## config.mk

```make
export PLATFORM = sky130hd
export DESIGN_NAME = tqv_peri_fabric_flat
export DESIGN_NICKNAME = d
export VERILOG_FILES = /design/src/rtl/tqv_peri_fabric_if.sv /design/src/rtl/tqv_peri_fabric.sv /design/src/flat_wrapper.sv
export SDC_FILE = /design/constraint.sdc
export NUM_CORES = 1
export LEC_CHECK = 0
export CAP_MARGIN = 40
export CORE_AREA = 2 2 428 430
export CTS_BUF_LIST = sky130_fd_sc_hd__clkbuf_8
export DETAILED_ROUTE_END_ITERATION = 10
export DIE_AREA = 0 0 430 432
export GPL_ROUTABILITY_DRIVEN = 0
export PLACE_DENSITY = 0.34
export SYNTH_ARGS = -nofsm -noshare
export SYNTH_HDL_FRONTEND = slang
export SYNTH_SLANG_ARGS = --single-unit
```

## constraint.sdc

```tcl
create_clock -name clk -period 3.2 [get_ports clk]
set_input_delay 0.8 -clock clk [delete_from_list [all_inputs] [get_ports clk]]
set_output_delay 0.8 -clock clk [all_outputs]
set_load 0.01 [all_outputs]
```

## src/rtl/tqv_peri_fabric_if.sv

```systemverilog
// Core-side peripheral bus: address, write data and read/write strobes in; registered read data
// and the ready handshake out.
interface tqv_peri_fabric_if;
    logic [10:0] addr_in;
    logic [31:0] data_in;
    logic [1:0]  data_write_n;
    logic [1:0]  data_read_n;
    logic        data_read_complete;
    logic [31:0] data_out;
    logic        data_ready;

    modport master (
        output addr_in,
        output data_in,
        output data_write_n,
        output data_read_n,
        output data_read_complete,
        input  data_out,
        input  data_ready
    );

    modport slave (
        input  addr_in,
        input  data_in,
        input  data_write_n,
        input  data_read_n,
        input  data_read_complete,
        output data_out,
        output data_ready
    );
endinterface

```

## src/rtl/tqv_peri_fabric.sv

```systemverilog
// TinyQV peripheral fabric: address decode to user/byte slots, built-in GPIO + pin mux, read-return FSM.
// Reads take 1 cycle when the slot is ready, else wait up to TIMEOUT_CYCLES; writes complete the same cycle.
module tqv_peri_fabric #(
    parameter int          NUM_USER       = 16,
    parameter int          NUM_SIMPLE     = 16,
    parameter int          NUM_GPIO       = 8,
    parameter int          TIMEOUT_CYCLES = 255,
    parameter logic [31:0] TIMEOUT_DATA   = 32'hDEADBEEF,
    parameter int          UART_SLOT      = 2
) (
    input  logic                    clk,
    input  logic                    rst_n,
    tqv_peri_fabric_if.slave        bus,
    input  logic [7:0]              ui_in,
    output logic [2*NUM_USER-1:0]   slot_write_n,
    output logic [2*NUM_USER-1:0]   slot_read_n,
    input  logic [32*NUM_USER-1:0]  slot_data,
    input  logic [NUM_USER-1:0]     slot_ready,
    input  logic [8*NUM_USER-1:0]   slot_uo,
    output logic [NUM_SIMPLE-1:0]   simple_write,
    input  logic [8*NUM_SIMPLE-1:0] simple_data,
    input  logic [8*NUM_SIMPLE-1:0] simple_uo,
    output logic [NUM_GPIO-1:0]     uo_out,
    output logic                    timeout_err
);

    if (NUM_USER < 2 || NUM_USER > 16) begin : g_bad_user
        $error("NUM_USER must be in 2..16");
    end
    if (NUM_SIMPLE < 1 || NUM_SIMPLE > 16) begin : g_bad_simple
        $error("NUM_SIMPLE must be in 1..16");
    end
    if (NUM_GPIO < 1 || NUM_GPIO > 8) begin : g_bad_gpio
        $error("NUM_GPIO must be in 1..8");
    end
    if (TIMEOUT_CYCLES < 1 || TIMEOUT_CYCLES > 255) begin : g_bad_timeout
        $error("TIMEOUT_CYCLES must be in 1..255");
    end

    typedef enum logic [1:0] {
        S_IDLE,
        S_WAIT,
        S_HOLD
    } state_t;

    // Flattened slot buses padded to 16 entries so a 4-bit index never leaves the array.
    logic [31:0] user_dat [16];
    logic        user_rdy [16];
    logic [7:0]  user_uo  [16];
    logic [7:0]  smp_dat  [16];
    logic [7:0]  smp_uo   [16];

    for (genvar s = 0; s < 16; s++) begin : g_pad
        if (s < NUM_USER) begin : g_user
            assign user_dat[s] = slot_data[s*32 +: 32];
            assign user_rdy[s] = slot_ready[s];
            assign user_uo[s]  = slot_uo[s*8 +: 8];
        end else begin : g_no_user
            assign user_dat[s] = '0;
            assign user_rdy[s] = 1'b0;
            assign user_uo[s]  = '0;
        end
        if (s < NUM_SIMPLE) begin : g_simple
            assign smp_dat[s] = simple_data[s*8 +: 8];
            assign smp_uo[s]  = simple_uo[s*8 +: 8];
        end else begin : g_no_simple
            assign smp_dat[s] = '0;
            assign smp_uo[s]  = '0;
        end
    end

    state_t              state;
    logic [7:0]          cnt;
    logic                data_ready_r;
    logic [NUM_GPIO-1:0] gpio_out;
    logic [4:0]          func_sel [8];

    logic       is_simple;
    logic [3:0] user_idx;
    logic [3:0] smp_idx;
    logic       user_hit;
    logic       smp_hit;
    logic       wr_req;
    logic       rd_req;
    logic       gpio_wr;
    logic       tmo_clr;
    logic       src_rdy;
    logic [31:0] src_dat;
    logic [31:0] gpio_rd;

    assign is_simple = bus.addr_in[10];
    assign user_idx  = bus.addr_in[9:6];
    assign smp_idx   = bus.addr_in[7:4];
    assign user_hit  = !is_simple && (int'(user_idx) < NUM_USER);
    assign smp_hit   = is_simple && (int'(smp_idx) < NUM_SIMPLE);
    assign wr_req    = bus.data_write_n != 2'b11;
    assign rd_req    = bus.data_read_n != 2'b11;
    assign gpio_wr   = wr_req && !is_simple && (user_idx == 4'd1);
    assign tmo_clr   = gpio_wr && (bus.addr_in[5:2] == 4'd2) && bus.data_in[0];

    assign bus.data_ready = data_ready_r | wr_req;

    // Only the low byte of write data ever lands in a register.
    logic unused_ok;
    assign unused_ok = &{1'b0, bus.data_in[31:8]};

    for (genvar s = 0; s < NUM_USER; s++) begin : g_strobe
        assign slot_write_n[2*s +: 2] = (user_hit && user_idx == 4'(s)) ? bus.data_write_n : 2'b11;
        assign slot_read_n[2*s +: 2]  = (user_hit && user_idx == 4'(s) && state != S_HOLD)
                                        ? bus.data_read_n : 2'b11;
    end

    for (genvar s = 0; s < NUM_SIMPLE; s++) begin : g_simple_wr
        assign simple_write[s] = wr_req && smp_hit && (smp_idx == 4'(s));
    end

    // Slot 1 register map, word-addressed.
    always_comb begin
        gpio_rd = '0;
        case (bus.addr_in[5:2])
            4'h0:    gpio_rd = 32'(gpio_out);
            4'h1:    gpio_rd = {24'd0, ui_in};
            4'h2:    gpio_rd = {31'd0, timeout_err};
            default: begin
                if (bus.addr_in[5] && int'(bus.addr_in[4:2]) < NUM_GPIO) begin
                    gpio_rd = {27'd0, func_sel[bus.addr_in[4:2]]};
                end
            end
        endcase
    end

    // Slot 0, slot 1, byte slots and unmapped indices are all ready immediately.
    always_comb begin
        src_rdy = 1'b1;
        src_dat = '0;
        if (is_simple) begin
            if (smp_hit) begin
                src_dat = {24'd0, smp_dat[smp_idx]};
            end
        end else if (user_hit) begin
            if (user_idx == 4'd1) begin
                src_dat = gpio_rd;
            end else if (user_idx != 4'd0) begin
                src_rdy = user_rdy[user_idx];
                src_dat = user_dat[user_idx];
            end
        end
    end

    always_ff @(posedge clk) begin
        if (!rst_n) begin
            gpio_out <= '0;
            for (int i = 0; i < 8; i++) begin
                if (i < 2) begin
                    func_sel[i] <= 5'(UART_SLOT);
                end else if (i < NUM_GPIO) begin
                    func_sel[i] <= 5'd1;
                end else begin
                    func_sel[i] <= 5'd0;
                end
            end
        end else if (gpio_wr) begin
            if (bus.addr_in[5:2] == 4'd0) begin
                gpio_out <= bus.data_in[NUM_GPIO-1:0];
            end
            for (int i = 0; i < 8; i++) begin
                if (i < NUM_GPIO && bus.addr_in[5] && bus.addr_in[4:2] == 3'(i)) begin
                    func_sel[i] <= bus.data_in[4:0];
                end
            end
        end
    end

    // A timeout in the same cycle as a clear leaves the flag set.
    always_ff @(posedge clk) begin
        if (!rst_n) begin
            state        <= S_IDLE;
            cnt          <= '0;
            bus.data_out <= '0;
            data_ready_r <= 1'b0;
            timeout_err  <= 1'b0;
        end else begin
            data_ready_r <= 1'b0;
            if (tmo_clr) begin
                timeout_err <= 1'b0;
            end
            case (state)
                S_IDLE: begin
                    if (rd_req) begin
                        if (src_rdy) begin
                            bus.data_out <= src_dat;
                            data_ready_r <= 1'b1;
                            state        <= S_HOLD;
                        end else begin
                            cnt   <= '0;
                            state <= S_WAIT;
                        end
                    end
                end
                S_WAIT: begin
                    if (!rd_req) begin
                        state <= S_IDLE;
                    end else if (src_rdy) begin
                        bus.data_out <= src_dat;
                        data_ready_r <= 1'b1;
                        state        <= S_HOLD;
                    end else if (cnt == 8'(TIMEOUT_CYCLES - 1)) begin
                        bus.data_out <= TIMEOUT_DATA;
                        data_ready_r <= 1'b1;
                        timeout_err  <= 1'b1;
                        state        <= S_HOLD;
                    end else begin
                        cnt <= cnt + 8'd1;
                    end
                end
                S_HOLD: begin
                    if (bus.data_read_complete) begin
                        state <= S_IDLE;
                    end
                end
                default: state <= S_IDLE;
            endcase
        end
    end

    // Pin i picks bit i of the selected slot's output byte; slot 1 drives gpio_out.
    always_comb begin
        uo_out = '0;
        for (int i = 0; i < NUM_GPIO; i++) begin
            if (func_sel[i][4]) begin
                if (int'(func_sel[i][3:0]) < NUM_SIMPLE) begin
                    uo_out[i] = smp_uo[func_sel[i][3:0]][i];
                end
            end else if (func_sel[i][3:0] == 4'd1) begin
                uo_out[i] = gpio_out[i];
            end else if (int'(func_sel[i][3:0]) < NUM_USER) begin
                uo_out[i] = user_uo[func_sel[i][3:0]][i];
            end
        end
    end

endmodule

```

## src/flat_wrapper.sv

```systemverilog
// flat-port wrapper written by rule: the top's interface ports become plain ports
module tqv_peri_fabric_flat 
#(
    parameter int          NUM_USER       = 16,
    parameter int          NUM_SIMPLE     = 16,
    parameter int          NUM_GPIO       = 8,
    parameter int          TIMEOUT_CYCLES = 255,
    parameter logic [31:0] TIMEOUT_DATA   = 32'hDEADBEEF,
    parameter int          UART_SLOT      = 2
)
  (clk, rst_n, ui_in, slot_write_n, slot_read_n, slot_data, slot_ready, slot_uo, simple_write, simple_data, simple_uo, uo_out, timeout_err, bus_addr_in, bus_data_in, bus_data_write_n, bus_data_read_n, bus_data_read_complete, bus_data_out, bus_data_ready);
  tqv_peri_fabric_if bus_i ();
  input  logic clk;
  input  logic rst_n;
  input  logic [7:0] ui_in;
  output logic [2*NUM_USER-1:0] slot_write_n;
  output logic [2*NUM_USER-1:0] slot_read_n;
  input  logic [32*NUM_USER-1:0] slot_data;
  input  logic [NUM_USER-1:0] slot_ready;
  input  logic [8*NUM_USER-1:0] slot_uo;
  output logic [NUM_SIMPLE-1:0] simple_write;
  input  logic [8*NUM_SIMPLE-1:0] simple_data;
  input  logic [8*NUM_SIMPLE-1:0] simple_uo;
  output logic [NUM_GPIO-1:0] uo_out;
  output logic timeout_err;
  input wire logic [$bits(bus_i.addr_in)-1:0] bus_addr_in;
  input wire logic [$bits(bus_i.data_in)-1:0] bus_data_in;
  input wire logic [$bits(bus_i.data_write_n)-1:0] bus_data_write_n;
  input wire logic [$bits(bus_i.data_read_n)-1:0] bus_data_read_n;
  input wire logic [$bits(bus_i.data_read_complete)-1:0] bus_data_read_complete;
  output wire logic [$bits(bus_i.data_out)-1:0] bus_data_out;
  output wire logic [$bits(bus_i.data_ready)-1:0] bus_data_ready;
  assign bus_i.addr_in = bus_addr_in;
  assign bus_i.data_in = bus_data_in;
  assign bus_i.data_write_n = bus_data_write_n;
  assign bus_i.data_read_n = bus_data_read_n;
  assign bus_i.data_read_complete = bus_data_read_complete;
  assign bus_data_out = bus_i.data_out;
  assign bus_data_ready = bus_i.data_ready;
  tqv_peri_fabric #(.NUM_USER(NUM_USER), .NUM_SIMPLE(NUM_SIMPLE), .NUM_GPIO(NUM_GPIO), .TIMEOUT_CYCLES(TIMEOUT_CYCLES), .TIMEOUT_DATA(TIMEOUT_DATA), .UART_SLOT(UART_SLOT)) u_core (.clk(clk), .rst_n(rst_n), .bus(bus_i), .ui_in(ui_in), .slot_write_n(slot_write_n), .slot_read_n(slot_read_n), .slot_data(slot_data), .slot_ready(slot_ready), .slot_uo(slot_uo), .simple_write(simple_write), .simple_data(simple_data), .simple_uo(simple_uo), .uo_out(uo_out), .timeout_err(timeout_err));
endmodule
```

# Yosys cells after proc, flatten, opt, wreduce, memory -nomap -nowiden
# Memory sizes are Yosys's and may differ from the RTL's.
# Index checks and enable logic that the tools add are counted.
# Widths: inputs -> output; s select.
totals:
  ramBits: 40
  mem_count: 1
  word_cells: 356
  register_bits: 52
op_classes:
  n_eq_ne: 62
  n_mux: 184
  magnitude_cmp: 10
  n_reduce_logical: 73
  add_sub_neg: 1
  bitwise: 19
memory_table:
  columns: ["memory", "depth", "word_bits", "read_ports", "rd_ports_with_merged_regs", "write_ports", "line_no", "text"]
  rows:
  - ["u_core.func_sel", 8, 5, 9, 0, 8, "tqv_peri_fabric.sv:76", "logic [4:0] func_sel [8];"]
ops:
  columns: ["operator", "count"]
  rows:
  - ["$bmux 8 s4", 17]
  - ["$mux 32", 10]
  - ["$bmux 32 s4", 1]
  - ["$mux 8", 11]
  - ["$mux 2", 42]
  - ["$mux 1", 68]
  - ["$mux 5", 13]
  - ["$eq 4x4->1 const B", 16]
  - ["$pmux 32 s2", 1]
  - ["$logic_and 1x1->1", 61]
  - ["$ge 5x5->1 const B", 10]
  - ["$not 4->5", 10]
  - ["$eq 4x1->1 const B", 11]
  - ["$eq 4x3->1 const B", 8]
  - ["$mux 7", 4]
  - ["$mux 6", 4]
  - ["$pmux 8 s3", 1]
  - ["$eq 4x2->1 const B", 5]
  - ["$mux 4", 4]
  - ["$pmux 8 s2", 1]
  - ["$ne 2x2->1 const B", 7]
  - ["$eq 3x3->1 const B", 4]
  - ["$logic_not 4->1", 3]
  - ["$mux 3", 4]
  - ["other kinds (22)", 33]

# Depth between registers and ports, before layout
logic_depth:
  depth_word: 10
  mapped_depth: 9
  ltp_nobuf: 8

# Worst setup path after synthesis
# Ideal clock, no wire load.
synth_timing:
  path_type: "input-to-output"
  start: "input bus_addr_in[6]"
  end: "output slot_write_n[1]"
  path_stages: 6
  n_path_buf: 4
  setup_slack_ns: 0.112
  arrival_ns: 2.288
  cell_sequence: "buf_2 > clkbuf_1 > buf_2 > or3_1 > clkbuf_1 > or3_1"
synth_between:
  elab_chain_cells: 3
synth_rtl:
  columns: ["element", "line_no", "text"]
  rows:
  - ["start, declared", "flat_wrapper.sv:26", "input wire logic [$bits(bus_i.addr_in)-1:0] bus_addr_in;"]
  - ["$logic_not 4->1", "tqv_peri_fabric.sv:108", "assign slot_write_n[2*s +: 2] = (user_hit && user_idx == 4'(s)) ? bus.data_write_n : 2'b11;"]
  - ["$logic_and 1x1->1", "tqv_peri_fabric.sv:108", null]
  - ["$mux 2", "tqv_peri_fabric.sv:108", null]
  - ["end, declared", "flat_wrapper.sv:16", "output logic [2*NUM_USER-1:0] slot_write_n;"]
# Every way passes these cells.

# Worst setup path after layout
layout_timing:
  start: "input slot_uo[27]"
  end: "output uo_out[3]"
layout_between:
  elab_chain_cells: 5
layout_rtl:
  columns: ["element", "line_no", "text"]
  rows:
  - ["start, declared", "flat_wrapper.sv:20", "input logic [8*NUM_USER-1:0] slot_uo;"]
  - ["$bmux 8 s4", "tqv_peri_fabric.sv:237", "uo_out[i] = user_uo[func_sel[i][3:0]][i];"]
  - ["$mux 4 (implied by the code) (2 in a row)", "tqv_peri_fabric.sv:237", null]
  - ["$mux 1", "tqv_peri_fabric.sv:234", "end else if (func_sel[i][3:0] == 4'd1) begin"]
  - ["$mux 1", "tqv_peri_fabric.sv:230", "if (func_sel[i][4]) begin"]
  - ["end, declared", "flat_wrapper.sv:24", "output logic [NUM_GPIO-1:0] uo_out;"]
# Every way passes these cells. The select of a mux whose other input is x is not followed.

==> reports/qor.yml <==
logic_synthesis:
  synthMuxAreaShare_pct: 57.1
  synth_async_sr_flop_share_pct: 0
  synth_adder_area_share_pct: 0.214
  synth_top_area_share_pct: 51.8
  ys_seq_area_share_pct: 19.2
  syn_inst: 983
  synthFlopType: "dfxtp_1"
  netlist_area_um2: 11700
  yosysWarningCount: 0
  synth.avg_cell_area_um2: 11.9
  synth-edff-count: 40
  synth_area_leaders: "mux4_2 (52%), edfxtp_1 (10%), dfxtp_1 (8.9%), nand2_1 (3.4%), mux2i_1 (3.2%)"
  yosys_register_bits: 92
  synth_top_family_by_area: "multiplexers"
  synth_xor_area_share_pct: 0
  synth_compound_area_share_pct: 7.09
  yosysTopAreaCell: "mux4_2"
  yosys.area_share.simple_pct: 12.3
  synthesis.nets: 1955
  yosysUniqueCellTypes: 50
power:
  peakVddDrop_v: 0.000164
  pwr_density_cell_nw_per_um2: 210
  leakagePower_uw: 0.00926
placed_design:
  post-dp-hpwl_mm: 112
  io_buffer_count: 1049
  dpl_cell_area_um2: 26100
  placed_cells: 4446
sta:
  tightestPinTransition_ps: 835
  final_hold_viol_count: 0
  setup_violations: 8
  setup_ws_ps: -279
  slew_headroom_pct: 44.3
  finClkSkew_ps: 49.3
  maxSlewViolCount: 0
  rsz0062_at_grt: "yes"
  fmax_ghz: 0.287
  period_share_pct: 109
  period_needed_ps: 3480
clock_tree:
  cts_max_level: 3
  cts.clk_slew.worst_paths_ps: 140
  ctsHoldBuffers: 0
  cts_sinks: 92
  clockBufferDepth: 2
  clk_latency_ps: 470
  cts_tree: "done"
  root_buffer: "clkbuf_8"
  cts_made_buffers: 9
worst_setup_path:
  arrival_ps: 2680
  crit_path_max_fanout: 1
  crit_top_cell: "mux4_2"
  crit_type: "in2out"
  path_delay_family: "multiplexers"
  crit_chain: "clkdlybuf4s50_1 > mux4_2 > mux4_2 > mux2_4 > buf_6"
  worstPathRequired_ps: 2400
  slowest_stage: "mux4_2"
  cp.buffers_inverters: 2
  crit_path_max_incr_delay_ps: 520
  cp-end-kind: "primary output"
  cp-start-kind: "input port"
global_routing:
  grt-ovfl-total: 0
  grt_pass1_vias: 15500
  antenna_found_initial: 82
  grt_max_degree: 101
  grt_pass1_wl_mm: 157
  grt_use_total_pct: 12.8
die:
  die_width_um: 430
  core_area_um2: 182000
  dieArea_um2: 186000
  rows: 157
  start_util_pct: 6.43
  die-height_um: 432
  io-pin-count: 1092
route:
  vias_per_cell: 3.22
  drtAntennaViolNets: 0
  via_count: 14500
  drtIter0Drc: 737
  drc: 0
  drt_first_pass_iters: 5
  detail_route.wl_per_cell_um: 27.6
  postRouteWirelength_mm: 124
final_layout:
  area_growth_syn_to_layout_pct: 127
  stdcell_count: 4501
  finalInstanceArea_um2: 26600
  drive_above_1_share_pct: 24.6
  nets: 3066
run_status:
  violations: "setup timing"
  status: "finished with violations"
worst_hold_path:
  hp-class: "reg2reg"
run:
  drv_cap: 0
-- power breakdown --
| group | switching (µW) | leakage (µW) | internal (µW) |
|---|---|---|---|
| clock network | 667 | 0.0000987 | 312 |
| logic | 1250 | 0.00835 | 1970 |
| registers | 80.4 | 0.000811 | 1310 |
-- layout make-up --
type / count / area [µm²]
inverter: 9 / 33.8
tap: 2385 / 2980
clock buffer: 9 / 124
fill: 20400 / 155000
timing repair buffer: 1205 / 12000
multi-input combinational: 777 / 9070
antenna: 17 / 42.5
sequential: 92 / 2240
clock inverter: 7 / 75.1
-- logic make-up (layout without fill, tap and decap cells) --
family          Yosys count  after routing
fa+ha+maj                 2              2
other cells               0             17
simple gates            310            311
flops                    92             92
mux                     327            327
buf+inv                 115           1230
compound gates          137            137
-- routing by layer --
layer	vias to the layer above	global-route usage, %	share of wire [%]
met2	639	27.4	60
met5	-	0	0.077
met1	7355	12.8	34
li1	6318	-	-
met4	16	1.68	1.3
met3	146	2.39	4.7
-- worst register-to-register path: cells and delay by family (launching register included) --
| kind | cells | cell delay [ps] |
|---|---|---|
| compound gates | 2 | 230 |
| fa+ha+maj | 1 | 170 |
| buf+inv | 1 | 250 |
| flops | 1 | 420 |
| mux | 1 | 180 |
| simple gates | 3 | 1050 |
-- Yosys cell counts (all sizes together) (3+ instances only) --
cell type and n:
mux4 269, nand2 108, nor2 94, clkbuf 62, dfxtp 52, buf 44
a21oi 43, edfxtp 40, or3 38, mux2i 37, o21ai 36, mux2 21
nand3 19, nand2b 16, o22ai 12, a31oi 11, nor2b 10, inv 9
nor3 7, a211oi 6, o211ai 6, or2 6, o22a 4, a221oi 3
a22o 3, a311oi 3, or4 3
-- metrics by stage --
stage | hold WS (ps) | util [%] | setup TNS, ps | total power [µW] | setup WS (ps)
4_1_cts | 482 | 14.4 | -1500 | 5830 | -344
3_5_place_dp | 460 | 14.3 | -32960 | 4750 | -758
2_1_floorplan | 462 | - | 0 | 2520 | 112
3_3_place_gp | 456 | 14.3 | -33780 | 4740 | -765
5_1_grt | 495 | 14.6 | -1610 | 5940 | -316
6_report | 482 | 14.6 | -1330 | 5590 | -279
-- registers in the layout, indices dropped and copies added (netlist names) --
name	count
u_core.gpio_out	8
u_core.state	2
u_core.func_sel	40
u_core.data_ready_r	1
u_core.cnt	8
u_core.bus.data_out	32
u_core.timeout_err	1
-- layout by cell type, fill, tap and decap left out, types with 4 or more instances in the layout --
master / synthesis / layout
o22a_1: 4 / 4
diode_2: 0 / 17
nor3_1: 6 / 5
buf_12: 0 / 25
clkbuf_8: 0 / 9
a31oi_1: 11 / 11
nand3_1: 19 / 17
mux2_2: 18 / 10
mux2i_1: 37 / 37
or2_2: 6 / 6
mux4_2: 269 / 269
mux2_4: 3 / 11
nor2_2: 0 / 6
dlygate4sd2_1: 0 / 118
nor2b_1: 10 / 9
o21ai_0: 35 / 35
nand2b_1: 16 / 16
nand2_1: 107 / 105
edfxtp_1: 40 / 40
nor2_1: 93 / 86
o22ai_1: 12 / 12
buf_2: 25 / 11
dfxtp_1: 52 / 52
a21oi_1: 43 / 42
o211ai_1: 6 / 6
buf_4: 0 / 131
clkdlybuf4s50_1: 0 / 829
or3_1: 38 / 37
buf_6: 1 / 13
dlymetal6s2s_1: 0 / 76
a211oi_1: 6 / 6
inv_1: 9 / 9
-- timing repair --
item | 4_1_cts | 5_1_grt
resized for setup | 216 | 88
hold endpoints to repair | 0 | 0
buffers inserted | 13 | 8
cloned | 1 | 0
pin swaps | 2 | 4
setup endpoints to repair | 83 | 45
-- final timing paths --
path                                              start                      end  slack, ps  depth (start not counted)
worst max register to register            u_core.cnt[1]            u_core.cnt[3]        800                          8
worst max-delay path                        slot_uo[27]                uo_out[3]       -280                          5
worst min-delay path            u_core.bus.data_out[24]  u_core.bus.data_out[24]        480                          2
worst min register to register  u_core.bus.data_out[24]  u_core.bus.data_out[24]        480                          2
No activity file was read; power rests on OpenSTA's default activity.
